$ cat src/rtl/aes_key_schedule_seq.sv
// aes_key_schedule_seq
//   Sequential AES-128 key expansion. A start pulse in IDLE registers the
//   cipher key as round key 0. Each round key is then offered downstream with
//   a valid/ready handshake. Every accepted key below round 10 is replaced by
//   the next one, computed combinationally from the registered key, so the
//   block can deliver up to one key per cycle.
//
//   Ports
//     clk        single clock, rising edge
//     rst_n      asynchronous active-low reset
//     start      single-cycle request to expand key_in (ignored while busy
//                and in the cycle that done is high)
//     key_in     128-bit cipher key, w0 = key_in[127:96]
//     rk_ready   downstream accepts round_key this cycle
//     rk_valid   round_key/round_idx valid
//     round_key  current round key, same word order as key_in
//     round_idx  index 0..10 of round_key
//     busy       high while the FSM is not IDLE
//     done       one-cycle pulse after round key 10 is accepted
//     rd_idx     stored-key read index
//     rd_key     stored key at rd_idx (0 when rd_idx > 10 or storage disabled)
//
//   Build option
//     KEY_SCHED_STORE_EN  adds an 11-entry store holding every loaded round
//                         key, read combinationally through rd_idx/rd_key.
//                         Without it rd_key is tied to 0.
module aes_key_schedule_seq (
  input  logic         clk,
  input  logic         rst_n,
  input  logic         start,
  input  logic [127:0] key_in,
  input  logic         rk_ready,
  input  logic [3:0]   rd_idx,
  output logic         rk_valid,
  output logic [127:0] round_key,
  output logic [3:0]   round_idx,
  output logic         busy,
  output logic         done,
  output logic [127:0] rd_key
);

  typedef enum logic {IDLE, RUN} stateT;

  stateT        state, stateNext;
  logic [127:0] keyNext;
  logic [127:0] expandedKey;
  logic [3:0]   idxNext;
  logic         validNext;
  logic         doneNext;
  logic         loadKey;

  // GF(2^8) multiply modulo x^8 + x^4 + x^3 + x + 1.
  function automatic logic [7:0] gfMul(input logic [7:0] a, input logic [7:0] b);
    logic [7:0] acc;
    logic [7:0] sh;
    acc = 8'h00;
    sh  = a;
    for (int i = 0; i < 8; i++) begin
      if (b[i]) acc = acc ^ sh;
      sh = {sh[6:0], 1'b0} ^ (sh[7] ? 8'h1b : 8'h00);
    end
    return acc;
  endfunction

  // S-box computed as affine(x^254); x^254 is the field inverse and maps 0 to 0.
  function automatic logic [7:0] sBox(input logic [7:0] x);
    logic [7:0] sq;
    logic [7:0] inv;
    sq  = x;
    inv = 8'h01;
    for (int i = 1; i < 8; i++) begin
      sq  = gfMul(sq, sq);
      inv = gfMul(inv, sq);
    end
    return inv ^ {inv[6:0], inv[7]} ^ {inv[5:0], inv[7:6]} ^
           {inv[4:0], inv[7:5]} ^ {inv[3:0], inv[7:4]} ^ 8'h63;
  endfunction

  // Round constant for the key that follows round index idx.
  function automatic logic [7:0] rcon(input logic [3:0] idx);
    case (idx)
      4'd0:    return 8'h01;
      4'd1:    return 8'h02;
      4'd2:    return 8'h04;
      4'd3:    return 8'h08;
      4'd4:    return 8'h10;
      4'd5:    return 8'h20;
      4'd6:    return 8'h40;
      4'd7:    return 8'h80;
      4'd8:    return 8'h1b;
      4'd9:    return 8'h36;
      default: return 8'h00;
    endcase
  endfunction

  function automatic logic [127:0] nextRoundKey(input logic [127:0] key, input logic [3:0] idx);
    logic [31:0] rot;
    logic [31:0] t;
    logic [31:0] w0, w1, w2, w3;
    rot = {key[23:0], key[31:24]};
    t   = {sBox(rot[31:24]), sBox(rot[23:16]), sBox(rot[15:8]), sBox(rot[7:0])} ^
          {rcon(idx), 24'h000000};
    w0  = key[127:96] ^ t;
    w1  = key[95:64]  ^ w0;
    w2  = key[63:32]  ^ w1;
    w3  = key[31:0]   ^ w2;
    return {w0, w1, w2, w3};
  endfunction

  assign expandedKey = nextRoundKey(round_key, round_idx);
  assign busy        = (state != IDLE);

  always_comb begin
    stateNext = state;
    keyNext   = round_key;
    idxNext   = round_idx;
    validNext = rk_valid;
    doneNext  = 1'b0;
    loadKey   = 1'b0;
    case (state)
      IDLE: begin
        // done is high in the first IDLE cycle; a start there is still ignored.
        if (start && !done) begin
          keyNext   = key_in;
          idxNext   = 4'd0;
          validNext = 1'b1;
          loadKey   = 1'b1;
          stateNext = RUN;
        end
      end
      RUN: begin
        if (rk_valid && rk_ready) begin
          if (round_idx < 4'd10) begin
            keyNext = expandedKey;
            idxNext = round_idx + 4'd1;
            loadKey = 1'b1;
          end else begin
            validNext = 1'b0;
            doneNext  = 1'b1;
            stateNext = IDLE;
          end
        end
      end
      default: stateNext = IDLE;
    endcase
  end

  // Stage boundary: FSM and round-key registers.
  always_ff @(posedge clk or negedge rst_n) begin
    if (!rst_n) begin
      state     <= IDLE;
      round_key <= '0;
      round_idx <= '0;
      rk_valid  <= 1'b0;
      done      <= 1'b0;
    end else begin
      state     <= stateNext;
      round_key <= keyNext;
      round_idx <= idxNext;
      rk_valid  <= validNext;
      done      <= doneNext;
    end
  end

`ifdef KEY_SCHED_STORE_EN
  logic [127:0] keyStore [11];

  // Stage boundary: round-key store, written alongside each key load.
  always_ff @(posedge clk or negedge rst_n) begin
    if (!rst_n) begin
      for (int i = 0; i < 11; i++) keyStore[i] <= '0;
    end else if (loadKey) begin
      keyStore[idxNext] <= keyNext;
    end
  end

  assign rd_key = (rd_idx <= 4'd10) ? keyStore[rd_idx] : '0;
`else
  logic unusedRdIdx;
  logic unusedLoadKey;
  assign unusedRdIdx   = ^rd_idx;
  assign unusedLoadKey = loadKey;
  assign rd_key        = '0;
`endif

endmodule

$ cat config.mk
export PLATFORM = sky130hd
export DESIGN_NAME = aes_key_schedule_seq
export DESIGN_NICKNAME = d
export VERILOG_FILES = /design/src/rtl/aes_key_schedule_seq.sv
export SDC_FILE = /design/constraint.sdc
export NUM_CORES = 2
export LEC_CHECK = 0
export ABC_CLOCK_PERIOD_IN_PS = 39100
export CAP_MARGIN = 30
export CORE_MARGIN = 3
export CORE_UTILIZATION = 30
export DETAILED_ROUTE_END_ITERATION = 10
export HOLD_SLACK_MARGIN = 0.15
export PLACE_DENSITY = 0.54
export SLEW_MARGIN = 20
export SYNTH_ARGS = -nofsm -noshare
export SYNTH_HDL_FRONTEND = slang
export SYNTH_SLANG_ARGS = --single-unit
$ cat constraint.sdc
create_clock -name clk -period 39.1 [get_ports clk]
set_input_delay 7.82 -clock clk [delete_from_list [all_inputs] [get_ports clk]]
set_output_delay 7.82 -clock clk [all_outputs]
set_load 0.02 [all_outputs]
# Word level (Yosys, flattened, before mapping)
# Memories as Yosys holds them, arrays and structs flattened.
# Cells that the tools add are included.
# classes
n_mux	831
n_bitwise	782
n_lt_le_gt_ge	1
eq_ne	4
add_sub_neg	1
n_reduce_logical	5
# ops
op	n
$mux 8	420
$xor 8x8->8	380
$xor 8x5->8	364
$mux 5	368
$mux 128	3
$pmux 128 s2	1
$xor 32x32->32	5
$mux 4	7
$mux 7	4
$not 1->1 const A	28
$mux 6	4
$not 4->4	4
$mux 1	13
$mux 3	4
$mux 2	4
$pmux 4 s2	1
$reduce_and 3->1	2
$add 4x1->4 const B	1
$lt 4x4->1 const B	1
$ne 2x1->1 const B	2
$ne 2x2->1 const B	2
$pmux 1 s2	2
$logic_and 1x1->1	2
$logic_not 1->1	1
$not 1->1	1
# totals
inputBits	136
output_inout_bits	263
mem_count	1
romBits	128
regBits	135
elab_cells	1630
# mem_list
memory	words	word_bits	rd	rd_clocked_by_memory_dff	wr	line	rtl
(name not given)	16	8	1	0	0	81	case (idx)

# Longest topological paths before layout
# logic_depth
ltp_word	140
mapped_depth	69
depth_no_buf	59

# Worst setup path after synthesis
# OpenSTA, ideal clock, no wires.
# synth_timing
path_type	register to register
start	register round_key[23]
end	register round_key[30]
path_slack_ns	23.718
setup_time_ns	0.110
arrival_ns	15.272
path_stages_with_launch	66
required_time_ns	38.990
cell_sequence	dfrtp_1 ha_1 buf_2 nand2b_1 mux2_2 a21o_1 and2_1 clkbuf_1 ha_1 clkbuf_1 clkinv_1 xnor2_1 xnor3_1 and2_1 clkbuf_1 xnor2_1 xnor2_1 nor2_1 (+30 left out) a2111oi_0 mux2_2 nor3_2 buf_4 buf_4 and3_1 nor3_1 xnor2_1 a41o_1 or3_1 o21ai_2 nand3_1 a2111oi_2 xor3_2 xnor3_1 xnor3_1 a221o_1 o41ai_1
# synth_between
elab_chain_len	137
word_cells_on_any_way	394
classes_between	202 x mux; 192 x bitwise
# synth_rtl
item	line	rtl
start, declared	35	output logic [127:0] round_key,
start signal, assigned	158	round_key <= keyNext;
$mux 5	60	sh = {sh[6:0], 1'b0} ^ (sh[7] ? 8'h1b : 8'h00);
$xor 8x5->8	60	
$xor 8x8->8	59	if (b[i]) acc = acc ^ sh;
$mux 8	59	
$xor 8x8->8	59	
$mux 8	59	
$xor 8x8->8	59	
$mux 8	59	
(+121 left out)	--	
$xor 32x32->32 *	101	t = {sBox(rot[31:24]), sBox(rot[23:16]), sBox(rot[15:8]), sBox(rot[7:0])} ^
$xor 32x32->32 *	103	w0 = key[127:96] ^ t;
$xor 32x32->32 *	104	w1 = key[95:64] ^ w0;
$xor 32x32->32 *	105	w2 = key[63:32] ^ w1;
$xor 32x32->32 *	106	w3 = key[31:0] ^ w2;
$mux 128 *	133	if (round_idx < 4'd10) begin
$mux 128 *	132	if (rk_valid && rk_ready) begin
$pmux 128 s2 *	120	case (state)
# Every way passes the cells marked *; elsewhere a longest branch is shown, timed or not. The select of a mux whose other input is x is not followed.
# A chain may end at the register's enable or synchronous reset.

# Worst setup path after layout
# layout_timing
start	register round_key[22]
end	register round_key[62]
# layout_between
elab_chain_len	135
word_cells_on_any_way	393
classes_between	202 x mux; 191 x bitwise
# layout_rtl
item	line
$xor 8x5->8 / $mux 8 (equally long branches)	60, 59
$xor 8x8->8 / $mux 5 (equally long branches)	59, 60
$mux 8 / $xor 8x5->8 (equally long branches)	59, 60
$xor 8x8->8	59
$mux 8	59
$xor 8x8->8	59
$mux 8	59
$xor 8x8->8	59
(+119 left out)	--
$not 4->4 (no line) *	--
$xor 32x32->32 *	101
$xor 32x32->32 *	103
$xor 32x32->32 *	104
$xor 32x32->32 *	105
$mux 128 *	133
$mux 128 *	132
$pmux 128 s2 *	120
# Marks and branches as above.

==> summary.txt <==
Run status
  – Status: finished clean

STA
  – Max transition margin: 31.1%
  – Setup-failing EPs final: 0
  – Part of the cycle the worst path needs: 49.5%
  – Final Hold Vio Count: 0
  – Post-Route Skew: 0.0192 ns
  – Worst-Margin Slew: 1.03 ns
  – Max Transition Viols Final: 0
  – Setup_tns: 0 ns
  – Fmax: 0.0517 GHz
  – RSZ-0062 raised after global routing: false
  – Hold_ws: 0.531 ns
  – Clock period minus worst slack: 19.34 ns

Synth
  – Post-synth top cells: xnor2_1 (1630), nor2_1 (1103), nand2_1 (885)
  – XOR/XNOR Fraction of Synth Area: 47.4%
  – Gate Count Post-Synth: 8456
  – Synth warn: 0
  – Asr flop ratio synth: 100%
  – Most frequent cell after synthesis: xnor2_1
  – Area contributors post-synth: xnor2_1 (22%), xnor3_1 (14%), nor2_1 (6.4%)
  – Post-synthesis compound-gate area fraction: 16.8%
  – Largest family of logic cells by synthesized area: XOR/XNOR gates
  – Cell taking the most area after synthesis: xnor2_1
  – Top cell type's share of synthesized area: 22.1%
  – Top_reg_cell synth: dfrtp_1
  – Synth Area in Simple Gates: 19.0%
  – Adder-cell share of the synthesized area: 0.546%
  – Register area share after synthesis: 5.23%
  – Average cell area after synthesis: 7.64 um2
  – Yosys reg bits: 135
  – Post-synth EDFFs: 0
  – Area of the mapped netlist: 64600 um2
  – Synth unique cells: 115
  – Post-synthesis mux area share: 4.99%

Drt
  – 1st-pass router iterations: 6
  – DR iter-0 viols: 5032
  – DRC: 0
  – WL/cell: 19.7 um
  – DRT antenna net count: 0
  – Vias after detailed routing: 59900
  – Total wire length: 223 mm
  – Post-DR vias/cell: 5.30

Die
  – Die H: 470 um
  – Initial Utilization: 30.3%
  – FP Rows: 169
  – Core Area: 213000 um2
  – # IOs: 399
  – Die W: 470 um
  – Die area: 221000 um2

Layout
  – Synth-to-layout area growth: 9.95%
  – Fin cells: 11300
  – Multi-input gate area: 58200 um2
  – Sequential cell area: 3380 um2
  – Final net count: 8614
  – Layout cells sized above 1: 7.61%
  – Layout fillers: 22400

CTS
  – Post-CTS Hold Buffers: 0
  – Root Buffer: clkbuf_16
  – Worst-Skew Late Latency: 0.50 ns
  – Clock Tree Buf Depth: 2
  – Post-CTS sizing: 0
  – Post-CTS setup buffers: 0
  – Num CTS Buffers: 17
  – CTS clock-pin slew for the worst setup and hold paths: 0.07 ns
  – CTS sink cnt: 135
  – TritonCTS clock tree: built
  – # H-tree levels: 4

Critical path
  – CP endpoint kind: flip-flop
  – Slowest cell on crit path: xnor3_1
  – CP Class: flip-flop to flip-flop
  – Crit. Startpoint: round_key[22]$_DFFE_PN0P_
  – CP delay by family, top: XOR/XNOR gates
  – Startpoint Class: flip-flop
  – Critical Path AT: 19.69 ns
  – Crit path top cell by count: nor2_1
  – Critical Path RT: 39.45 ns
  – CP peak stage delay: 0.99 ns
  – Reg2reg start: round_key[22]$_DFFE_PN0P_
  – Worst-path fanout max: 25
  – Buffers & Inverters on Critical Path: 3

Global routing
  – Initial antenna violation count: 11
  – First-pass GRT wire length: 342 mm
  – All-Layer GR Usage: 19.2%
  – Overflow left after global routing: 0
  – Largest net degree at the start of global routing: 92
  – Vias in the first global route: 56500

Worst hold path
  – Min-delay src: round_key[44]$_DFFE_PN0P_
  – Hold Path Class: flip-flop to flip-flop

Placement
  – Buffers added on ports: 266
  – Final weighted congestion in routability-driven placement: 0.900
  – Final HPWL DP: 165 mm
  – Placed cell count: 11200

Flow run
  – Max-capacitance violation count: 0
-- stage by stage --
stage,worst slack (ns),utilization (%),instance area [um2]
floorplan,23.72,-,65000
global placement,20.27,32.9,70200
detailed placement,20.08,33.0,70300
CTS,20.02,33.3,70900
global route,18.51,33.3,71000
finish,19.76,33.3,71000
-- cell families after synthesis --
group	after synthesis
AO/OA/AOI/OAI	1706
other	1
AND/OR/NAND/NOR	2828
adder cells (fa/ha/maj)	29
multiplexers	314
buffers and inverters	809
XOR/XNOR	2634
flip-flops	135
-- state kept, by name, indices dropped and copies added, names as in the netlist --
register	flops
round_idx	4
rk_valid	1
round_key	128
busy	1
done	1
-- worst reg2reg max path: cells and delay by family, from the launching register on --
family                   cells  cell delay, ns
XOR/XNOR                    18            8.47
multiplexers                 2            0.62
AND/OR/NAND/NOR             15            3.09
flip-flops                   1            0.74
AO/OA/AOI/OAI               16            3.97
adder cells (fa/ha/maj)      3            1.34
buffers and inverters        3            0.98
-- area by class of cell --
cell class                 instances  area share [%]
multi-input combinational       7639            81.9
timing repair buffer             574            7.04
tap                             2821            4.97
sequential                       135            4.76
clock buffer                      19           0.624
inverter                          86           0.455
clock inverter                    12           0.171
antenna                            8          0.0282
-- routing by layer --
layer	routed length [um]	track usage (%)
met1	96600	25.1
met2	106000	32.3
met3	10200	1.34
met4	10100	8.25
met5	0	0
-- cell usage in the layout, fill, tap and decap left out, types with 48 or more instances in the layout --
master	Yosys	layout
a211oi_1	73	73
a21oi_1	446	446
a22oi_1	49	49
a31oi_1	81	81
and2_1	54	54
and3_1	48	48
buf_4	160	294
clkdlybuf4s50_1	0	265
conb_1	1	128
dfrtp_1	135	134
inv_1	71	71
mux2_2	50	50
mux2i_1	260	260
nand2_1	885	884
nand2b_1	77	76
nand3_1	220	220
nor2_1	1103	1101
nor2b_1	74	73
nor3_1	205	205
o21ai_0	409	409
o22ai_1	157	157
xnor2_1	1630	1598
xnor2_2	74	106
xnor3_1	395	395
xor2_1	425	413
xor3_1	49	49
-- final timing paths --
path | cells past startpoint | to | slack [ns]
max | 57 | round_key[62]$_DFFE_PN0P_ | 19.76
min | 2 | round_key[44]$_DFFE_PN0P_ | 0.53
max reg2reg | 57 | round_key[62]$_DFFE_PN0P_ | 19.76
min reg2reg | 2 | round_key[44]$_DFFE_PN0P_ | 0.53
max in group asynchronous | 2 | round_key[76]$_DFFE_PN0P_ | 30.34
min in group asynchronous | 1 | round_key[54]$_DFFE_PN0P_ | 7.40
Power is not shown: default switching activity piles up to over one toggle a cycle in this logic, so the estimate is an artifact.
